$ cat config.mk
export PLATFORM = sky130hd
export DESIGN_NAME = uart_tx_arbiter
export DESIGN_NICKNAME = d
export VERILOG_FILES = /design/src/rtl/uart_pkg.sv /design/src/rtl/uart_rr_pick.sv /design/src/rtl/uart_tx_arbiter.sv
export SDC_FILE = /design/constraint.sdc
export NUM_CORES = 1
export LEC_CHECK = 0
export ABC_AREA = 1
export CAP_MARGIN = 20
export CORE_ASPECT_RATIO = 1.25
export CORE_MARGIN = 3
export CORE_UTILIZATION = 45
export DETAILED_ROUTE_END_ITERATION = 7
export GPL_TIMING_DRIVEN = 0
export HOLD_SLACK_MARGIN = 0.05
export PLACE_DENSITY = 0.88
export SKIP_LAST_GASP = 1
export SYNTH_ARGS = -nofsm -noshare
export SYNTH_HDL_FRONTEND = slang
export SYNTH_SLANG_ARGS = --single-unit
$ cat constraint.sdc
create_clock -name clk -period 3.1 [get_ports clk]
set_input_delay 0.62 -clock clk [delete_from_list [all_inputs] [get_ports clk]]
set_output_delay 0.62 -clock clk [all_outputs]
set_load 0.05 [all_outputs]
$ cat src/rtl/uart_pkg.sv
// Shared definitions for the UART transmit arbiter: FSM state encoding and
// default sizing constants.
package uart_pkg;

   typedef enum logic [1:0] {
      IDLE      = 2'd0,
      START     = 2'd1,
      WAIT_BUSY = 2'd2,
      WAIT_DONE = 2'd3
   } uart_state_t;

   localparam int UART_NUM_REQ = 4;
   localparam int UART_BUSY_TO = 16;
   localparam int UART_IDX_W   = 3;

endpackage

$ cat src/rtl/uart_rr_pick.sv
// Combinational round-robin picker: lowest set request at or above rr_ptr,
// wrapping from NUM_REQ-1 back to 0.
module uart_rr_pick
   import uart_pkg::*;
#(
   parameter int NUM_REQ = UART_NUM_REQ
) (
   input  logic [NUM_REQ-1:0]    req,
   input  logic [UART_IDX_W-1:0] rr_ptr,
   output logic                  valid,
   output logic [UART_IDX_W-1:0] winner
);

   localparam int SUM_W = UART_IDX_W + 1;
   localparam logic [SUM_W-1:0] N_SUM = SUM_W'(NUM_REQ);

   logic [NUM_REQ-1:0]    rot;
   logic [UART_IDX_W-1:0] off;
   logic [SUM_W-1:0]      sum;

   always_comb begin
      // Rotate so that rr_ptr lands on bit 0, then take the lowest set bit.
      rot   = NUM_REQ'({req, req} >> rr_ptr);
      valid = |rot;
      off   = '0;
      for (int j = NUM_REQ - 1; j >= 0; j--) begin
         if (rot[j]) off = UART_IDX_W'(j);
      end
      sum = {1'b0, rr_ptr} + {1'b0, off};
      if (sum >= N_SUM) sum = sum - N_SUM;
      winner = sum[UART_IDX_W-1:0];
   end

endmodule

$ cat src/rtl/uart_tx_arbiter.sv
// Arbitrates NUM_REQ byte requesters onto one UART transmitter (round-robin).
// Define UART_ARB_LOCK_EN to let the current owner keep the grant via req_lock.
module uart_tx_arbiter
   import uart_pkg::*;
#(
   parameter int NUM_REQ = UART_NUM_REQ,
   parameter int BUSY_TO = UART_BUSY_TO
) (
   input  logic                 clk,
   input  logic                 reset,
   input  logic [NUM_REQ-1:0]   req,
   input  logic [8*NUM_REQ-1:0] req_data,
   input  logic [NUM_REQ-1:0]   req_lock,
   output logic [NUM_REQ-1:0]   ack,
   output logic                 tx_start,
   output logic [7:0]           tx_data,
   input  logic                 tx_busy,
   output logic [2:0]           owner,
   output logic                 err_to
);

   localparam int CNT_W = $clog2(BUSY_TO + 1);
   localparam logic [CNT_W-1:0]      CNT_LAST = CNT_W'(BUSY_TO - 1);
   localparam logic [UART_IDX_W-1:0] IDX_LAST = UART_IDX_W'(NUM_REQ - 1);
   localparam logic [UART_IDX_W-1:0] IDX_ONE  = UART_IDX_W'(1);

   uart_state_t           state_q, state_d;
   logic [UART_IDX_W-1:0] rr_ptr_q;
   logic [UART_IDX_W-1:0] owner_q;
   logic [7:0]            tx_data_q;
   logic [CNT_W-1:0]      cnt_q, cnt_d;

   logic                  pick_valid;
   logic [UART_IDX_W-1:0] pick_winner;
   logic                  lock_hit;
   logic                  grant_valid;
   logic                  grant;
   logic [UART_IDX_W-1:0] grant_idx;
   logic [UART_IDX_W-1:0] rr_next;
   logic [7:0]            grant_data;

   uart_rr_pick #(
      .NUM_REQ (NUM_REQ)
   ) u_rr_pick (
      .req    (req),
      .rr_ptr (rr_ptr_q),
      .valid  (pick_valid),
      .winner (pick_winner)
   );

`ifdef UART_ARB_LOCK_EN
   // owner only counts as a lock holder once something has been granted.
   logic owner_vld_q;

   always_ff @(posedge clk or negedge reset) begin
      if (!reset) begin
         owner_vld_q <= 1'b0;
      end else if (grant) begin
         owner_vld_q <= 1'b1;
      end
   end

   always_comb begin
      lock_hit = 1'b0;
      for (int i = 0; i < NUM_REQ; i++) begin
         if (owner_q == UART_IDX_W'(i)) lock_hit = owner_vld_q & req[i] & req_lock[i];
      end
   end
`else
   logic unused_req_lock;
   assign unused_req_lock = ^req_lock;
   assign lock_hit        = 1'b0;
`endif

   always_comb begin
      grant_valid = lock_hit | pick_valid;
      grant_idx   = lock_hit ? owner_q : pick_winner;
      rr_next     = (pick_winner == IDX_LAST) ? '0 : pick_winner + IDX_ONE;
      grant_data  = '0;
      for (int i = 0; i < NUM_REQ; i++) begin
         if (grant_idx == UART_IDX_W'(i)) grant_data = req_data[8*i +: 8];
      end
   end

   always_comb begin
      state_d = state_q;
      cnt_d   = cnt_q;
      grant   = 1'b0;
      err_to  = 1'b0;
      case (state_q)
         IDLE: begin
            if (!tx_busy && grant_valid) begin
               grant   = 1'b1;
               state_d = START;
            end
         end
         START: begin
            cnt_d   = '0;
            state_d = WAIT_BUSY;
         end
         WAIT_BUSY: begin
            // cnt_q counts prior WAIT_BUSY cycles, so this fires on cycle BUSY_TO after START.
            if (tx_busy) begin
               state_d = WAIT_DONE;
            end else if (cnt_q >= CNT_LAST) begin
               err_to  = 1'b1;
               state_d = IDLE;
            end else begin
               cnt_d = cnt_q + CNT_W'(1);
            end
         end
         WAIT_DONE: begin
            if (!tx_busy) state_d = IDLE;
         end
         default: state_d = IDLE;
      endcase
   end

   always_ff @(posedge clk or negedge reset) begin
      if (!reset) begin
         state_q   <= IDLE;
         rr_ptr_q  <= '0;
         owner_q   <= '0;
         tx_data_q <= 8'h00;
         cnt_q     <= '0;
      end else begin
         state_q <= state_d;
         cnt_q   <= cnt_d;
         if (grant) begin
            tx_data_q <= grant_data;
            owner_q   <= grant_idx;
            if (!lock_hit) rr_ptr_q <= rr_next;
         end
      end
   end

   always_comb begin
      ack = '0;
      for (int i = 0; i < NUM_REQ; i++) begin
         ack[i] = (state_q == START) && (owner_q == UART_IDX_W'(i));
      end
   end

   assign tx_start = (state_q == START);
   assign tx_data  = tx_data_q;
   assign owner    = owner_q;

endmodule

# After elaboration in Yosys (flattened, before gate mapping)
# Index checks and enable logic that the tools add are counted.
dict set report totals {
  register_bits 21
  wordCells 62
}
dict set report op_classes {
  add_sub_neg 4
  n_lt_le_gt_ge 2
  n_eq_ne 14
  n_shift 1
  n_mux 23
  reduce_logical 13
}
# op count
set op_table {}
lappend op_table {{$mux W8} 4}
lappend op_table {{$mux W2} 8}
lappend op_table {{$eq A3 B2 Y1 const B} 4}
lappend op_table {{$mux W5} 2}
lappend op_table {{$pmux W5 S2} 1}
lappend op_table {{$ne A2 B2 Y1 const B} 4}
lappend op_table {{$pmux W2 S4} 1}
lappend op_table {{$shr A8 B3 Y4} 1}
lappend op_table {{$eq A3 B1 Y1 const B} 2}
lappend op_table {{$logic_not A3 Y1} 2}
lappend op_table {{$mux W3} 2}
lappend op_table {{$reduce_and A3 Y1} 2}
lappend op_table {{$add A5 B1 Y5 const B} 1}
lappend op_table {{$ge A5 B4 Y1 const B} 1}
lappend op_table {{$logic_and A1 B1 Y1} 5}
lappend op_table {{$mux W1} 5}
lappend op_table {{$add A3 B2 Y4} 1}
lappend op_table {{$eq A2 B2 Y1 const B} 2}
lappend op_table {{$ge A4 B3 Y1 const B} 1}
lappend op_table {{$reduce_or A4 Y1} 1}
lappend op_table {{$add A3 B1 Y3 const B} 1}
lappend op_table {{$ne A3 B3 Y1 const B} 1}
lappend op_table {{$sub A3 B3 Y3 const B} 1}
lappend op_table {{$eq A2 B1 Y1 const B} 1}
lappend op_table {{3 further kinds} 3}

# Longest topological paths before layout
dict set report depth {
  word_depth 13
  mapped_depth 19
  mapped_depth_nobuf 18
}

# Cells and area by module
# From an unflattened synthesis, not the netlist that was laid out.
dict set report hier_totals {
  cells_unflattened 275
  area_unflattened_um2 1804.2
}
# mod instances cells_per_inst area_per_inst_um2 seq_area_each_um2
set modules_own_cells {}
lappend modules_own_cells {uart_tx_arbiter 1 231 1576.5 525.5}
lappend modules_own_cells {uart_rr_pick 1 44 227.7 0.0}

# Least setup slack after synthesis
# OpenSTA, ideal clock, no wires.
dict set report synth_timing {
  path_kind {register -> output}
  from {register state_q[1]}
  to {output port ack[0]}
  arrival_ns 2.240
  required_time_ns 2.480
  slack_ns 0.240
  path_stages_with_launch 5
  path_buffers 0
  path_cell_list {dfrtp_1 inv_1 ha_1 nand2_1 nor3_1}
}
dict set report synth_via {
  elab_chain_len 2
}
# element line
set synth_lines {}
lappend synth_lines {{start, declared} uart_tx_arbiter.sv:27} ;# uart_state_t state_q, state_d;
lappend synth_lines {{start signal, assigned} uart_tx_arbiter.sv:127} ;# state_q <= state_d;
lappend synth_lines {{$eq A2 B1 Y1} n/a}
lappend synth_lines {{via tx_start} uart_tx_arbiter.sv:15} ;# output logic tx_start,
lappend synth_lines {{$logic_and A1 B1 Y1} uart_tx_arbiter.sv:140} ;# ack[i] = (state_q == START) && (owner_q == UART_IDX_W'(i));
lappend synth_lines {{end, declared} uart_tx_arbiter.sv:14} ;# output logic [NUM_REQ-1:0] ack,
# The timed path passes the listed nets, and every way through them passes these cells.

# Final worst setup path
dict set report layout_timing {
  from {register rr_ptr_q[0]}
  to {register tx_data_q[0], in the netlist tx_data[0]}
}
dict set report layout_via {
  elab_chain_len 13
  elab_cells_between_ends 21
  cone_classes {add/sub (2); order compare (1); eq/ne (3); shift (1); mux (11); reduce/logical (3)}
}
# element line
set layout_lines {}
lappend layout_lines {{start, declared} uart_tx_arbiter.sv:28} ;# logic [UART_IDX_W-1:0] rr_ptr_q;
lappend layout_lines {{start signal, assigned} uart_tx_arbiter.sv:132} ;# if (!lock_hit) rr_ptr_q <= rr_next;
lappend layout_lines {{$shr A8 B3 Y4} uart_rr_pick.sv:23} ;# rot = NUM_REQ'({req, req} >> rr_ptr);
lappend layout_lines {{$mux W2 (4 in series)} uart_rr_pick.sv:27} ;# if (rot[j]) off = UART_IDX_W'(j);
lappend layout_lines {{$add A3 B2 Y4 (*)} uart_rr_pick.sv:29} ;# sum = {1'b0, rr_ptr} + {1'b0, off};
lappend layout_lines {{$ge A4 B3 Y1 / $sub A3 B3 Y3 (equally long branches)} uart_rr_pick.sv:30} ;# if (sum >= N_SUM) sum = sum - N_SUM;
lappend layout_lines {{$mux W3 (*)} uart_rr_pick.sv:30}
lappend layout_lines {{via grant_idx[1]} uart_tx_arbiter.sv:38} ;# logic [UART_IDX_W-1:0] grant_idx;
lappend layout_lines {{$logic_not A3 Y1} uart_tx_arbiter.sv:81} ;# if (grant_idx == UART_IDX_W'(i)) grant_data = req_data[8*i +: 8];
lappend layout_lines {{$mux W8 (3 in series)} uart_tx_arbiter.sv:81}
lappend layout_lines {{$mux W8 (*)} uart_tx_arbiter.sv:81}
lappend layout_lines {{end signal, assigned} uart_tx_arbiter.sv:130} ;# tx_data_q <= grant_data;
lappend layout_lines {{end, declared} uart_tx_arbiter.sv:30} ;# logic [7:0] tx_data_q;
# The timed path passes the listed nets; every way through them passes the cells marked *.
# A chain may end at the register's enable or synchronous reset.

==> metrics.yaml <==
worst_setup_path:
  worstPathRequired_ns: 3.26
  reg2regPathDepth: 17
  r2r-start: "rr_ptr_q[0]"
  critical_path_class: "flip-flop to flip-flop"
  rr_endpoint: "tx_data[0]"
  crit_arrival_ns: 3.11
  startpoint_type: "flip-flop"
  path_max_fanout: 7
  rrSetupSlack_ns: 0.15
  cp_cell_sequence: "inv_2 -> nand2_1 -> nand2_1 -> nand2_1 -> nand2_2 -> nand3_2 -> a21boi_2 -> ha_2 -> fa_2 -> ha_1 -> nand2_2 -> buf_4 -> or2_2 -> nand3_2 -> nand2_1 -> nand2_1 -> nand2_1"
  cp-startpoint: "rr_ptr_q[0]"
  worstSetupEndpointType: "flip-flop"
  worstSetupEndpoint: "tx_data[0]"
  slowest_stage: "fa_2"
  path_common_cell: "nand2_1"
  slowest_delay_ns: 0.62
timing:
  finClkSkew_ns: 0.00255
  slew_headroom_pct: 37.3
  period_share_pct: 95.1
  finalSetupViolCount: 0
  fmax_ghz: 0.339
  worstMarginPinSlew_ns: 0.937
  layout_setup_ws_ns: 0.151
  hold_ws_ns: 0.491
  finalHoldViolCount: 0
  drv_slew: 0
  setup-tns-final_ns: 0
  min_period_ns: 2.95
pwr:
  p_leak_nw: 1.20
  vdd.ir_drop.worst_uv: 956
  power.density_mw_per_mm2: 1230
  p_total_mw: 2.93
job:
  drv_cap: 0
yosys:
  netlist_area_mm2: 0.00162
  synth_top_family_by_area: "simple AND/OR/NAND/NOR gates"
  synth_most_common_cell: "nand2_1"
  synthArstFlopShare_pct: 100
  seq_area_frac_synth_pct: 32.4
  ys_types: 25
  synth-simple-area-share_pct: 43.2
  synth_compound_area_share_pct: 4.86
  yosys.area_share.adder_pct: 11.3
  synth-main-ff-cell: "dfrtp_1"
  synth_nets: 296
  synth_xor_area_share_pct: 0
  yosys-top-cells-area: "dfrtp_1 32%, nand2_1 21%, nand3_1 11%, ha_1 10%, inv_1 4.9%"
  avgSynthCellArea_um2: 6.78
  synth.area.mux_share_pct: 0
  ys_ff_latch: 21
  ys_warn_count: 0
  netlist.area_leader.share_pct: 32.4
  synthCells: 239
  synthTopCellsByCount: "92 x nand2_1, 35 x nand3_1, 21 x dfrtp_1, 21 x inv_1, 13 x ha_1"
  yosysTopAreaCell: "dfrtp_1"
  synth_edf_count: 0
worst_hold_path:
  min_path_type: "flip-flop to flip-flop"
  whs_path_depth: 2
grt:
  grt_pass1_vias: 1705
  grt_pass1_wl_um: 6860
  grtUsageTotal_pct: 19.9
  gr-total-overflow: 0
  grt_max_degree: 22
  antenna_found_initial: 0
placement:
  gp_congestion: 0.848
  dp_hpwl_um: 3220
  place_ws_ns: -0.717
  io_buffers: 55
floorplanning:
  die_area_mm2: 0.00436
  core.rowCount: 23
  initial_core_util_pct: 48.5
  die_w_um: 59.7
  die_h_um: 73.1
  core_area_mm2: 0.00334
  ioPinCount: 60
routing:
  wl_met2_um: 2220
  met1_length_um: 1660
  wirelength_um: 4230
  vias_per_cell: 5.28
  vias: 1781
  drcViolationCount: 0
  drt_iter0_markers: 49
  wl_per_cell_um: 12.5
  dr_wl_met3_um: 249
  drtAntennaViolNets: 0
  drt_first_pass_iters: 4
  top_layer_used: "met4"
clock_tree:
  cts_made_buffers: 3
  cts_root_buffer: "clkbuf_8"
  cts_tree: "done"
  clk_transition_reported_paths_ns: 0.08
  worstSkewPairLatency_ns: 0.26
  ctsHoldBuffers: 0
  clkSinkCount: 21
  clock_path_buffers: 2
  cts_htree_levels: 1
finish:
  layout-drive-gt1-share_pct: 14.3
  antennaDiodeCount: 0
  fin_nets: 358
  syn_to_final_growth_pct: 46.4
  utilization_pct: 71.1
status:
  outcome: "finished, final reports clean"
## registers in the layout (all words and copies together) (netlist names)
| signal | count |
|---|---|
| tx_data | 8 |
| cnt_q | 5 |
| owner | 3 |
| rr_ptr_q | 3 |
| state_q | 2 |
## per-layer routing
metal / up-vias / track usage (%)
met1: 796 / 22.6
met3: 8 / 3.01
li1: 905 / -
met2: 72 / 37.1
met4: 0 / 5.67
met5: - / 0
## logic make-up (layout without fill, tap and decap cells)
family / Yosys count / count (layout)
compound gates: 15 / 15
fa+ha+maj: 14 / 14
buf+inv: 31 / 92
flops: 21 / 21
simple gates: 158 / 158
## report_power, final
part	switching [mW]	leakage, nW	internal (mW)
clock	0.0908	0.0255	0.0896
sequential	0.0906	0.275	0.365
combinational	1.39	0.897	0.902
## worst max-delay path: cells and delay by family, from the launching register on
kind / cells / cell delay, ns
flops: 1 / 0.52
buf+inv: 2 / 0.24
compound gates: 1 / 0.06
simple gates: 11 / 1.02
fa+ha+maj: 3 / 0.98
## how the worst min path moves through the flow
| stage | startpoint | end | slack (ns) |
|---|---|---|---|
| after floorplan | reset | cnt_q[0] | 0.32 |
| final | tx_data[6] | tx_data[6] | 0.49 |
| after global routing | tx_data[0] | tx_data[0] | 0.52 |
| after CTS | tx_data[2] | tx_data[2] | 0.50 |
| after detailed placement | tx_data[6] | tx_data[6] | 0.47 |
| after global placement | tx_data[6] | tx_data[6] | 0.46 |
## metrics by stage
step | instance area [um^2] | std cells
floorplan | 1620 | 239
global placement | 2220 | 331
detailed placement | 2220 | 331
CTS | 2300 | 334
global route | 2370 | 337
finish | 2370 | 337
## what timing repair did
action	CTS	global route
buffers inserted	1	3
pin swaps	0	11
setup endpoints to repair	8	8
resized for setup	12	14
## layout by cell type, fill, tap and decap left out, drive strengths merged
cell type      instances
a21boi                 1
a21oi                  2
buf                    9
clkbuf                 3
clkdlybuf4s50         51
clkinv                 1
clkinvlp               1
dfrtp                 21
dlymetal6s2s           4
fa                     1
ha                    13
inv                   23
nand2                 93
nand3                 36
nand4                 11
nor2                   6
nor3                   4
o21ai                 11
o22ai                  1
or2                    8
## final cells by class
| class | instances | area [um^2] |
|---|---|---|
| clock inverter | 1 | 5.00 |
| buffer | 5 | 43.8 |
| multi-input combinational | 187 | 1020 |
| fill | 265 | 966 |
| inverter | 24 | 96.3 |
| sequential | 21 | 526 |
| tap | 37 | 46.3 |
| timing repair buffer | 59 | 591 |
| clock buffer | 3 | 41.3 |
No activity file was read; power rests on OpenSTA's default activity.
